### config.mk
export PLATFORM = sky130hd
export DESIGN_NAME = delta_serial_bcast
export DESIGN_NICKNAME = d
export VERILOG_FILES = /design/src/rtl/delta_pkg.sv /design/src/rtl/delta_lane_calc.sv /design/src/rtl/delta_serial_bcast.sv
export SDC_FILE = /design/constraint.sdc
export NUM_CORES = 1
export LEC_CHECK = 0
export ABC_AREA = 1
export CORE_MARGIN = 5
export CORE_UTILIZATION = 35
export CTS_BUF_LIST = sky130_fd_sc_hd__clkbuf_2
export CTS_CLUSTER_SIZE = 10
export DETAILED_ROUTE_END_ITERATION = 16
export PLACE_DENSITY = 0.72
export SLEW_MARGIN = 5
export SYNTH_ARGS = -nofsm -noshare
export SYNTH_HDL_FRONTEND = slang
export SYNTH_SLANG_ARGS = --single-unit
### constraint.sdc
create_clock -name iCLK -period 2.1 [get_ports iCLK]
set_input_delay 0.315 -clock iCLK [delete_from_list [all_inputs] [get_ports iCLK]]
set_output_delay 0.315 -clock iCLK [all_outputs]
set_load 0.01 [all_outputs]
### src/rtl/delta_pkg.sv
// delta_pkg: width helpers, saturation constants and FSM state type shared
// by the backprop delta serialiser and its per-channel lane calculator.
package delta_pkg;

  typedef enum logic {
    IDLE = 1'b0,
    SEND = 1'b1
  } state_t;

  localparam int SATCNT_W = 16;

  // Accum1 width: enough integer headroom for an NP-way sum plus WF fraction bits.
  function automatic int wa1(input int np, input int wf);
    return $clog2(np) + 1 + wf;
  endfunction

  // Accum2 width: error fan-in sum in hidden mode, same as Accum1 in output mode.
  function automatic int wa2(input int hidden, input int np, input int nn, input int wf);
    return (hidden != 0) ? ($clog2(nn) + wf) : wa1(np, wf);
  endfunction

  // Activation upper bound used by the derivative gate.
  function automatic int one_c(input int wf);
    return (1 << (wf - 1)) - 1;
  endfunction

  function automatic int max_c(input int wf);
    return (1 << (wf - 1)) - 1;
  endfunction

  function automatic int min_c(input int wf);
    return -(1 << (wf - 1));
  endfunction

endpackage

### src/rtl/delta_lane_calc.sv
// delta_lane_calc: one channel of the delta computation. Hidden mode passes
// the error sum only while the activation sits inside [0, ONE]; output mode
// takes the difference one bit wider than the inputs so it never wraps.
// Result is clipped to the signed WF-bit range; sat_o flags a clip.
module delta_lane_calc
  import delta_pkg::*;
#(
  parameter int HIDDEN = 1,
  parameter int WA1    = 8,
  parameter int WA2    = 7,
  parameter int WF     = 4
) (
  input  logic signed [WA1-1:0] a1_i,
  input  logic signed [WA2-1:0] a2_i,
  output logic        [WF-1:0]  d_o,
  output logic                  sat_o
);

  localparam int TW = ((WA1 > WA2) ? WA1 : WA2) + 1;
  localparam logic signed [TW-1:0] MAX_T = TW'(max_c(WF));
  localparam logic signed [TW-1:0] MIN_T = TW'(min_c(WF));

  logic signed [TW-1:0] t;

  if (HIDDEN != 0) begin : g_gate
    localparam logic signed [WA1-1:0] ONE_A = WA1'(one_c(WF));
    // Derivative gate: zero outside the linear activation region.
    always_comb t = ((a1_i > ONE_A) || a1_i[WA1-1]) ? '0 : TW'(a2_i);
  end else begin : g_diff
    // Output error: difference at full width.
    always_comb t = TW'(a1_i) - TW'(a2_i);
  end

  // Clip to the WF-bit signed range.
  always_comb begin
    sat_o = 1'b0;
    d_o   = t[WF-1:0];
    if (t > MAX_T) begin
      d_o   = MAX_T[WF-1:0];
      sat_o = 1'b1;
    end else if (t < MIN_T) begin
      d_o   = MIN_T[WF-1:0];
      sat_o = 1'b1;
    end
  end

endmodule

### src/rtl/delta_serial_bcast.sv
// delta_serial_bcast: joins the Accum1/Accum2 vector streams, computes NC
// saturated deltas, then serialises them NL lanes per beat to two
// independently back-pressured consumers. A port that has taken the current
// beat drops valid until the other port has also taken it.
// Optional: define DELTA_SATCNT_EN to add oSatCount, a saturating 16-bit
// count of clipped channels over all accepted vectors.
//
// state | meaning
// IDLE  | no vector held, waiting for both inputs valid
// SEND  | presenting beat beat_q of the held delta vector
module delta_serial_bcast
  import delta_pkg::*;
#(
  parameter int HIDDEN = 1,
  parameter int NP     = 5,
  parameter int NC     = 6,
  parameter int NN     = 7,
  parameter int WF     = 4,
  parameter int NL     = 2,
  localparam int WA1   = wa1(NP, WF),
  localparam int WA2   = wa2(HIDDEN, NP, NN, WF),
  localparam int LW    = NL * WF
) (
  input  logic               iCLK,
  input  logic               iRST,
  input  logic               iValid_AS_Accum1,
  output logic               oReady_AS_Accum1,
  input  logic [NC*WA1-1:0]  iData_AS_Accum1,
  input  logic               iValid_AS_Accum2,
  output logic               oReady_AS_Accum2,
  input  logic [NC*WA2-1:0]  iData_AS_Accum2,
  output logic               oValid_BM_Delta0,
  input  logic               iReady_BM_Delta0,
  output logic [LW-1:0]      oData_BM_Delta0,
  output logic               oLast_BM_Delta0,
  output logic               oValid_BM_Delta1,
  input  logic               iReady_BM_Delta1,
  output logic [LW-1:0]      oData_BM_Delta1,
  output logic               oLast_BM_Delta1
`ifdef DELTA_SATCNT_EN
  ,
  output logic [SATCNT_W-1:0] oSatCount
`endif
);

  localparam int NB = NC / NL;
  localparam int BW = (NB > 1) ? $clog2(NB) : 1;

  if ((NC % NL) != 0) begin : g_bad_nl
    $error("delta_serial_bcast: NC must be a multiple of NL");
  end

  logic [NC*WF-1:0] calc_w;
  logic [NC-1:0]    sat_w;

  for (genvar c = 0; c < NC; c++) begin : g_lane
    delta_lane_calc #(
      .HIDDEN (HIDDEN),
      .WA1    (WA1),
      .WA2    (WA2),
      .WF     (WF)
    ) u_calc (
      .a1_i  (iData_AS_Accum1[c*WA1 +: WA1]),
      .a2_i  (iData_AS_Accum2[c*WA2 +: WA2]),
      .d_o   (calc_w[c*WF +: WF]),
      .sat_o (sat_w[c])
    );
  end

  state_t           state_q, state_d;
  logic [BW-1:0]    beat_q, beat_d;
  logic             taken0_q, taken0_d, taken1_q, taken1_d;
  logic [NC*WF-1:0] delta_q, delta_d;
  logic             valid0_q, valid0_d, valid1_q, valid1_d;
  logic             last_q, last_d;
  logic [LW-1:0]    data_q, data_d;

  logic done0, done1, complete, beat_last, slot_free, acc;

  // Handshake bookkeeping: which ports have the beat, and whether a new vector can enter.
  always_comb begin
    done0     = taken0_q | (valid0_q & iReady_BM_Delta0);
    done1     = taken1_q | (valid1_q & iReady_BM_Delta1);
    complete  = (state_q == SEND) & done0 & done1;
    beat_last = (beat_q == BW'(NB - 1));
    slot_free = (state_q == IDLE) | (complete & beat_last);
    acc       = iValid_AS_Accum1 & iValid_AS_Accum2 & slot_free;
  end

  assign oReady_AS_Accum1 = iValid_AS_Accum2 & slot_free;
  assign oReady_AS_Accum2 = iValid_AS_Accum1 & slot_free;

  // Next-state for the sequencer and the output registers derived from it.
  always_comb begin
    state_d  = state_q;
    beat_d   = beat_q;
    taken0_d = taken0_q;
    taken1_d = taken1_q;
    delta_d  = delta_q;
    case (state_q)
      IDLE: begin
        if (acc) begin
          state_d = SEND;
          beat_d  = '0;
          delta_d = calc_w;
        end
      end
      SEND: begin
        if (complete) begin
          taken0_d = 1'b0;
          taken1_d = 1'b0;
          if (beat_last) begin
            beat_d = '0;
            if (acc) delta_d = calc_w;
            else     state_d = IDLE;
          end else begin
            beat_d = beat_q + 1'b1;
          end
        end else begin
          taken0_d = done0;
          taken1_d = done1;
        end
      end
      default: state_d = IDLE;
    endcase

    data_d = '0;
    if (state_d == SEND) begin
      for (int b = 0; b < NB; b++) begin
        if (beat_d == BW'(b)) data_d = delta_d[b*LW +: LW];
      end
    end
    valid0_d = (state_d == SEND) & ~taken0_d;
    valid1_d = (state_d == SEND) & ~taken1_d;
    last_d   = (state_d == SEND) & (beat_d == BW'(NB - 1));
  end

  // Sequencer state and registered outputs.
  always_ff @(posedge iCLK) begin
    if (!iRST) begin
      state_q  <= IDLE;
      beat_q   <= '0;
      taken0_q <= 1'b0;
      taken1_q <= 1'b0;
      delta_q  <= '0;
      valid0_q <= 1'b0;
      valid1_q <= 1'b0;
      last_q   <= 1'b0;
      data_q   <= '0;
    end else begin
      state_q  <= state_d;
      beat_q   <= beat_d;
      taken0_q <= taken0_d;
      taken1_q <= taken1_d;
      delta_q  <= delta_d;
      valid0_q <= valid0_d;
      valid1_q <= valid1_d;
      last_q   <= last_d;
      data_q   <= data_d;
    end
  end

  assign oValid_BM_Delta0 = valid0_q;
  assign oValid_BM_Delta1 = valid1_q;
  assign oData_BM_Delta0  = data_q;
  assign oData_BM_Delta1  = data_q;
  assign oLast_BM_Delta0  = last_q;
  assign oLast_BM_Delta1  = last_q;

`ifdef DELTA_SATCNT_EN
  logic [SATCNT_W-1:0] satcnt_q, satcnt_d;
  logic [SATCNT_W:0]   satsum;

  // Add this vector's clipped-channel count, sticking at all-ones.
  always_comb begin
    satsum = {1'b0, satcnt_q};
    for (int c = 0; c < NC; c++) satsum = satsum + (SATCNT_W+1)'(sat_w[c]);
    satcnt_d = satcnt_q;
    if (acc) satcnt_d = satsum[SATCNT_W] ? '1 : satsum[SATCNT_W-1:0];
  end

  // Saturation counter register.
  always_ff @(posedge iCLK) begin
    if (!iRST) satcnt_q <= '0;
    else       satcnt_q <= satcnt_d;
  end

  assign oSatCount = satcnt_q;
`else
  logic unused_sat;
  assign unused_sat = ^sat_w;
`endif

endmodule

==> results.py <==
metrics = {
    "floorplan": {
        "num_rows": 29,
        "die_y_um": 91.9,
        "core_area_um2": 6420,
        "start_util": 0.366,
        "dieWidth_um": 91.9,
        "die-area_um2": 8450,
        "boundaryPins": 118,
    },
    "global_route": {
        "use_met1": 0.157,
        "grt_pass1_vias": 2428,
        "grt_pass1_wl_mm": 10.3,
        "grt_max_degree": 29,
        "grt_busiest_layer": "met2",
        "grtUsageTotal": 0.147,
        "use_met2": 0.276,
        "overflow": 0,
        "antenna_found_initial": 0,
        "use_met3": 0.0450,
    },
    "route": {
        "wl_mm": 6.06,
        "drt_iter0_drc": 78,
        "via_per_inst": 4.59,
        "drtPass1Iterations": 4,
        "vias": 2535,
        "drc": 0,
        "detail_route.wl_per_cell_um": 11.0,
        "ant_nets": 0,
    },
    "cts": {
        "postCtsHoldBufs": 0,
        "cts_inserted_buffers": 5,
        "cts.sinks": 40,
        "cts_tree": "done",
        "htree_num_levels": 2,
        "cts_root_buffer": "clkbuf_2",
        "clk_pin_slew_worst_paths_ps": 200,
        "clkLatencyLatePin_ps": 410,
        "cts_buffer_depth": 2,
    },
    "finish": {
        "multi_input_area_um2": 1270,
        "final_area_um2": 3450,
        "antenna_cells": 0,
        "seqCellArea_um2": 802,
        "areaGrowthSynthToFinish_pct": 46.9,
        "fin_nets": 570,
        "n_fill_cell": 648,
        "layout-drive-gt1-share": 0.0842,
    },
    "timing": {
        "skew_ps": 14.4,
        "maxSlewHeadroom": 0.668,
        "hold_viol": 0,
        "drv_slew": 0,
        "period_needed_ps": 1860,
        "tightest_slew_ps": 497,
        "rsz0062_at_grt": "no",
        "setup_viol": 0,
        "fin_crit_sh": 0.885,
        "whs_ps": 483,
        "setup_slack_ps": 242,
        "max_freq_mhz": 538,
    },
    "run_status": {
        "status": "complete, no violations",
    },
    "run": {
        "maxCapViolations": 0,
    },
    "yosys": {
        "syn_nets": 469,
        "synth-seq-cells": 40,
        "ys_seq_area_frac": 0.341,
        "syn_area_per_cell_um2": 6.30,
        "synth_common_cells": "132 x nand2_1, 58 x nor2_1, 41 x inv_1",
        "ys_async_sr_fraction": 0,
        "yosysUniqueCellTypes": 27,
        "yosysMostFrequentCell": "nand2_1",
        "synth.top_cell.area_share": 0.341,
        "synth_edf_count": 0,
        "yosys_warnings": 0,
        "synth_top_area_cell": "dfxtp_1",
        "yosys_most_used_dff": "dfxtp_1",
        "synth_area_leaders": "dfxtp_1 34%, nand2_1 21%, nor2_1 9.3%",
        "postSynthCellCount": 373,
        "synthesis.area_um2": 2350,
    },
    "pwr": {
        "ir_drop_mv": 0.204,
        "p_per_area_nw_per_um2": 416,
        "p_leak_nw": 1.61,
    },
    "setup_path": {
        "r2r-start": "oValid_BM_Delta0$_SDFF_PN0_",
        "startpoint": "beat_q[1]$_SDFF_PN0_",
        "path_class": "register to primary output",
        "arrival_ps": 1540,
        "cp.required_ps": 1780,
        "worstPathMaxFanout": 5,
        "crit_path_top_delay_cell": "dfxtp_2",
        "path_cells": "inv_2, nor2_4, nand4_4, nand2_4, inv_1, nor2_1, dlygate4sd2_1",
        "cpPeakStageDelay_ps": 410,
        "startpoint_type": "register",
        "endpoint_kind": "primary output",
    },
    "place": {
        "port_buffers": 99,
        "dpl-instance-area_um2": 3410,
        "place_hpwl_mm": 4.98,
        "dp_slack_ps": -38.8,
        "gp_congestion": 0.853,
    },
    "worst_hold_path": {
        "hp-start": "delta_q[3]$_SDFF_PN0_",
        "hp-class": "register to register",
    },
}
## registers in the layout (all words and copies together) (netlist names)
signal	count
oValid_BM_Delta1	1
state_q	1
oLast_BM_Delta0	1
taken0_q	1
oValid_BM_Delta0	1
oData_BM_Delta0	8
delta_q	24
taken1_q	1
beat_q	2
## stage by stage
stage	std cells	util	setup TNS (ps)	power, W
after detailed placement	544	0.531	-238	0.00112
after global routing	552	0.537	0	0.00153
after global placement	544	0.531	-2.77	0.00111
after CTS	552	0.537	0	0.00146
after floorplan	373	-	0	0.000918
final	552	0.537	0	0.00144
## area by class of cell
cell class,instances,area share
Clock inverter,3,0.00544
Timing Repair Buffer,109,0.312
Tap cell,77,0.0279
Clock buffer,5,0.00725
Inverter,43,0.0468
Sequential cell,40,0.232
Multi-Input combinational cell,275,0.368
## final timing paths
check	end	slack [ps]	cells past startpoint
setup / recovery	oReady_AS_Accum2	240	7
hold / removal	delta_q[3]$_SDFF_PN0_	480	2
setup reg to reg	oData_BM_Delta0[6]$_SDFF_PN0_	400	11
hold reg to reg	delta_q[3]$_SDFF_PN0_	480	2
## cells in the final DEF (no fill, tap or decap), types with 4 or more instances in the layout
cell               n
or2_2              4
buf_4              9
nand3_1           15
a21oi_1           21
nand4_1            4
inv_1             41
o211ai_1          14
clkbuf_2           5
dfxtp_1           39
clkdlybuf4s50_1   97
nor2_1            58
o21ai_1            5
nand2_1          132
## critical path: cells and delay by family, from the launching register on
family                 cells  cell delay, ps
flip-flops                 1             410
buffers and inverters      3             370
AND/OR/NAND/NOR            4             370
## routing by layer
| layer | part of all wire | up-vias |
|---|---|---|
| li1 | - | 1361 |
| met1 | 0.42 | 1094 |
| met2 | 0.48 | 70 |
| met3 | 0.080 | 10 |
| met4 | 0.015 | 0 |
| met5 | 0 | - |
## logic make-up (layout without fill, tap and decap cells)
kind of cell,Yosys count,count (layout),synth area share
AO/OA/AOI/OAI,47,47,0.126
buffers and inverters,58,160,0.118
flip-flops,40,40,0.341
AND/OR/NAND/NOR,228,228,0.415
## where the power goes
part	switching, W	internal [W]	total (W)
registers	0.00000543	0.000774	0.000780
clock network	0.000258	0.0000805	0.000339
logic	0.000131	0.000186	0.000318
## repair_timing
item | in CTS | in global routing
hold endpoints to repair | 0 | 0
resized for setup | 3 | 0
setup endpoints to repair | 2 | 0
setup buffers | 0 | 0
Note: power is estimated with default switching activity, not from simulation.
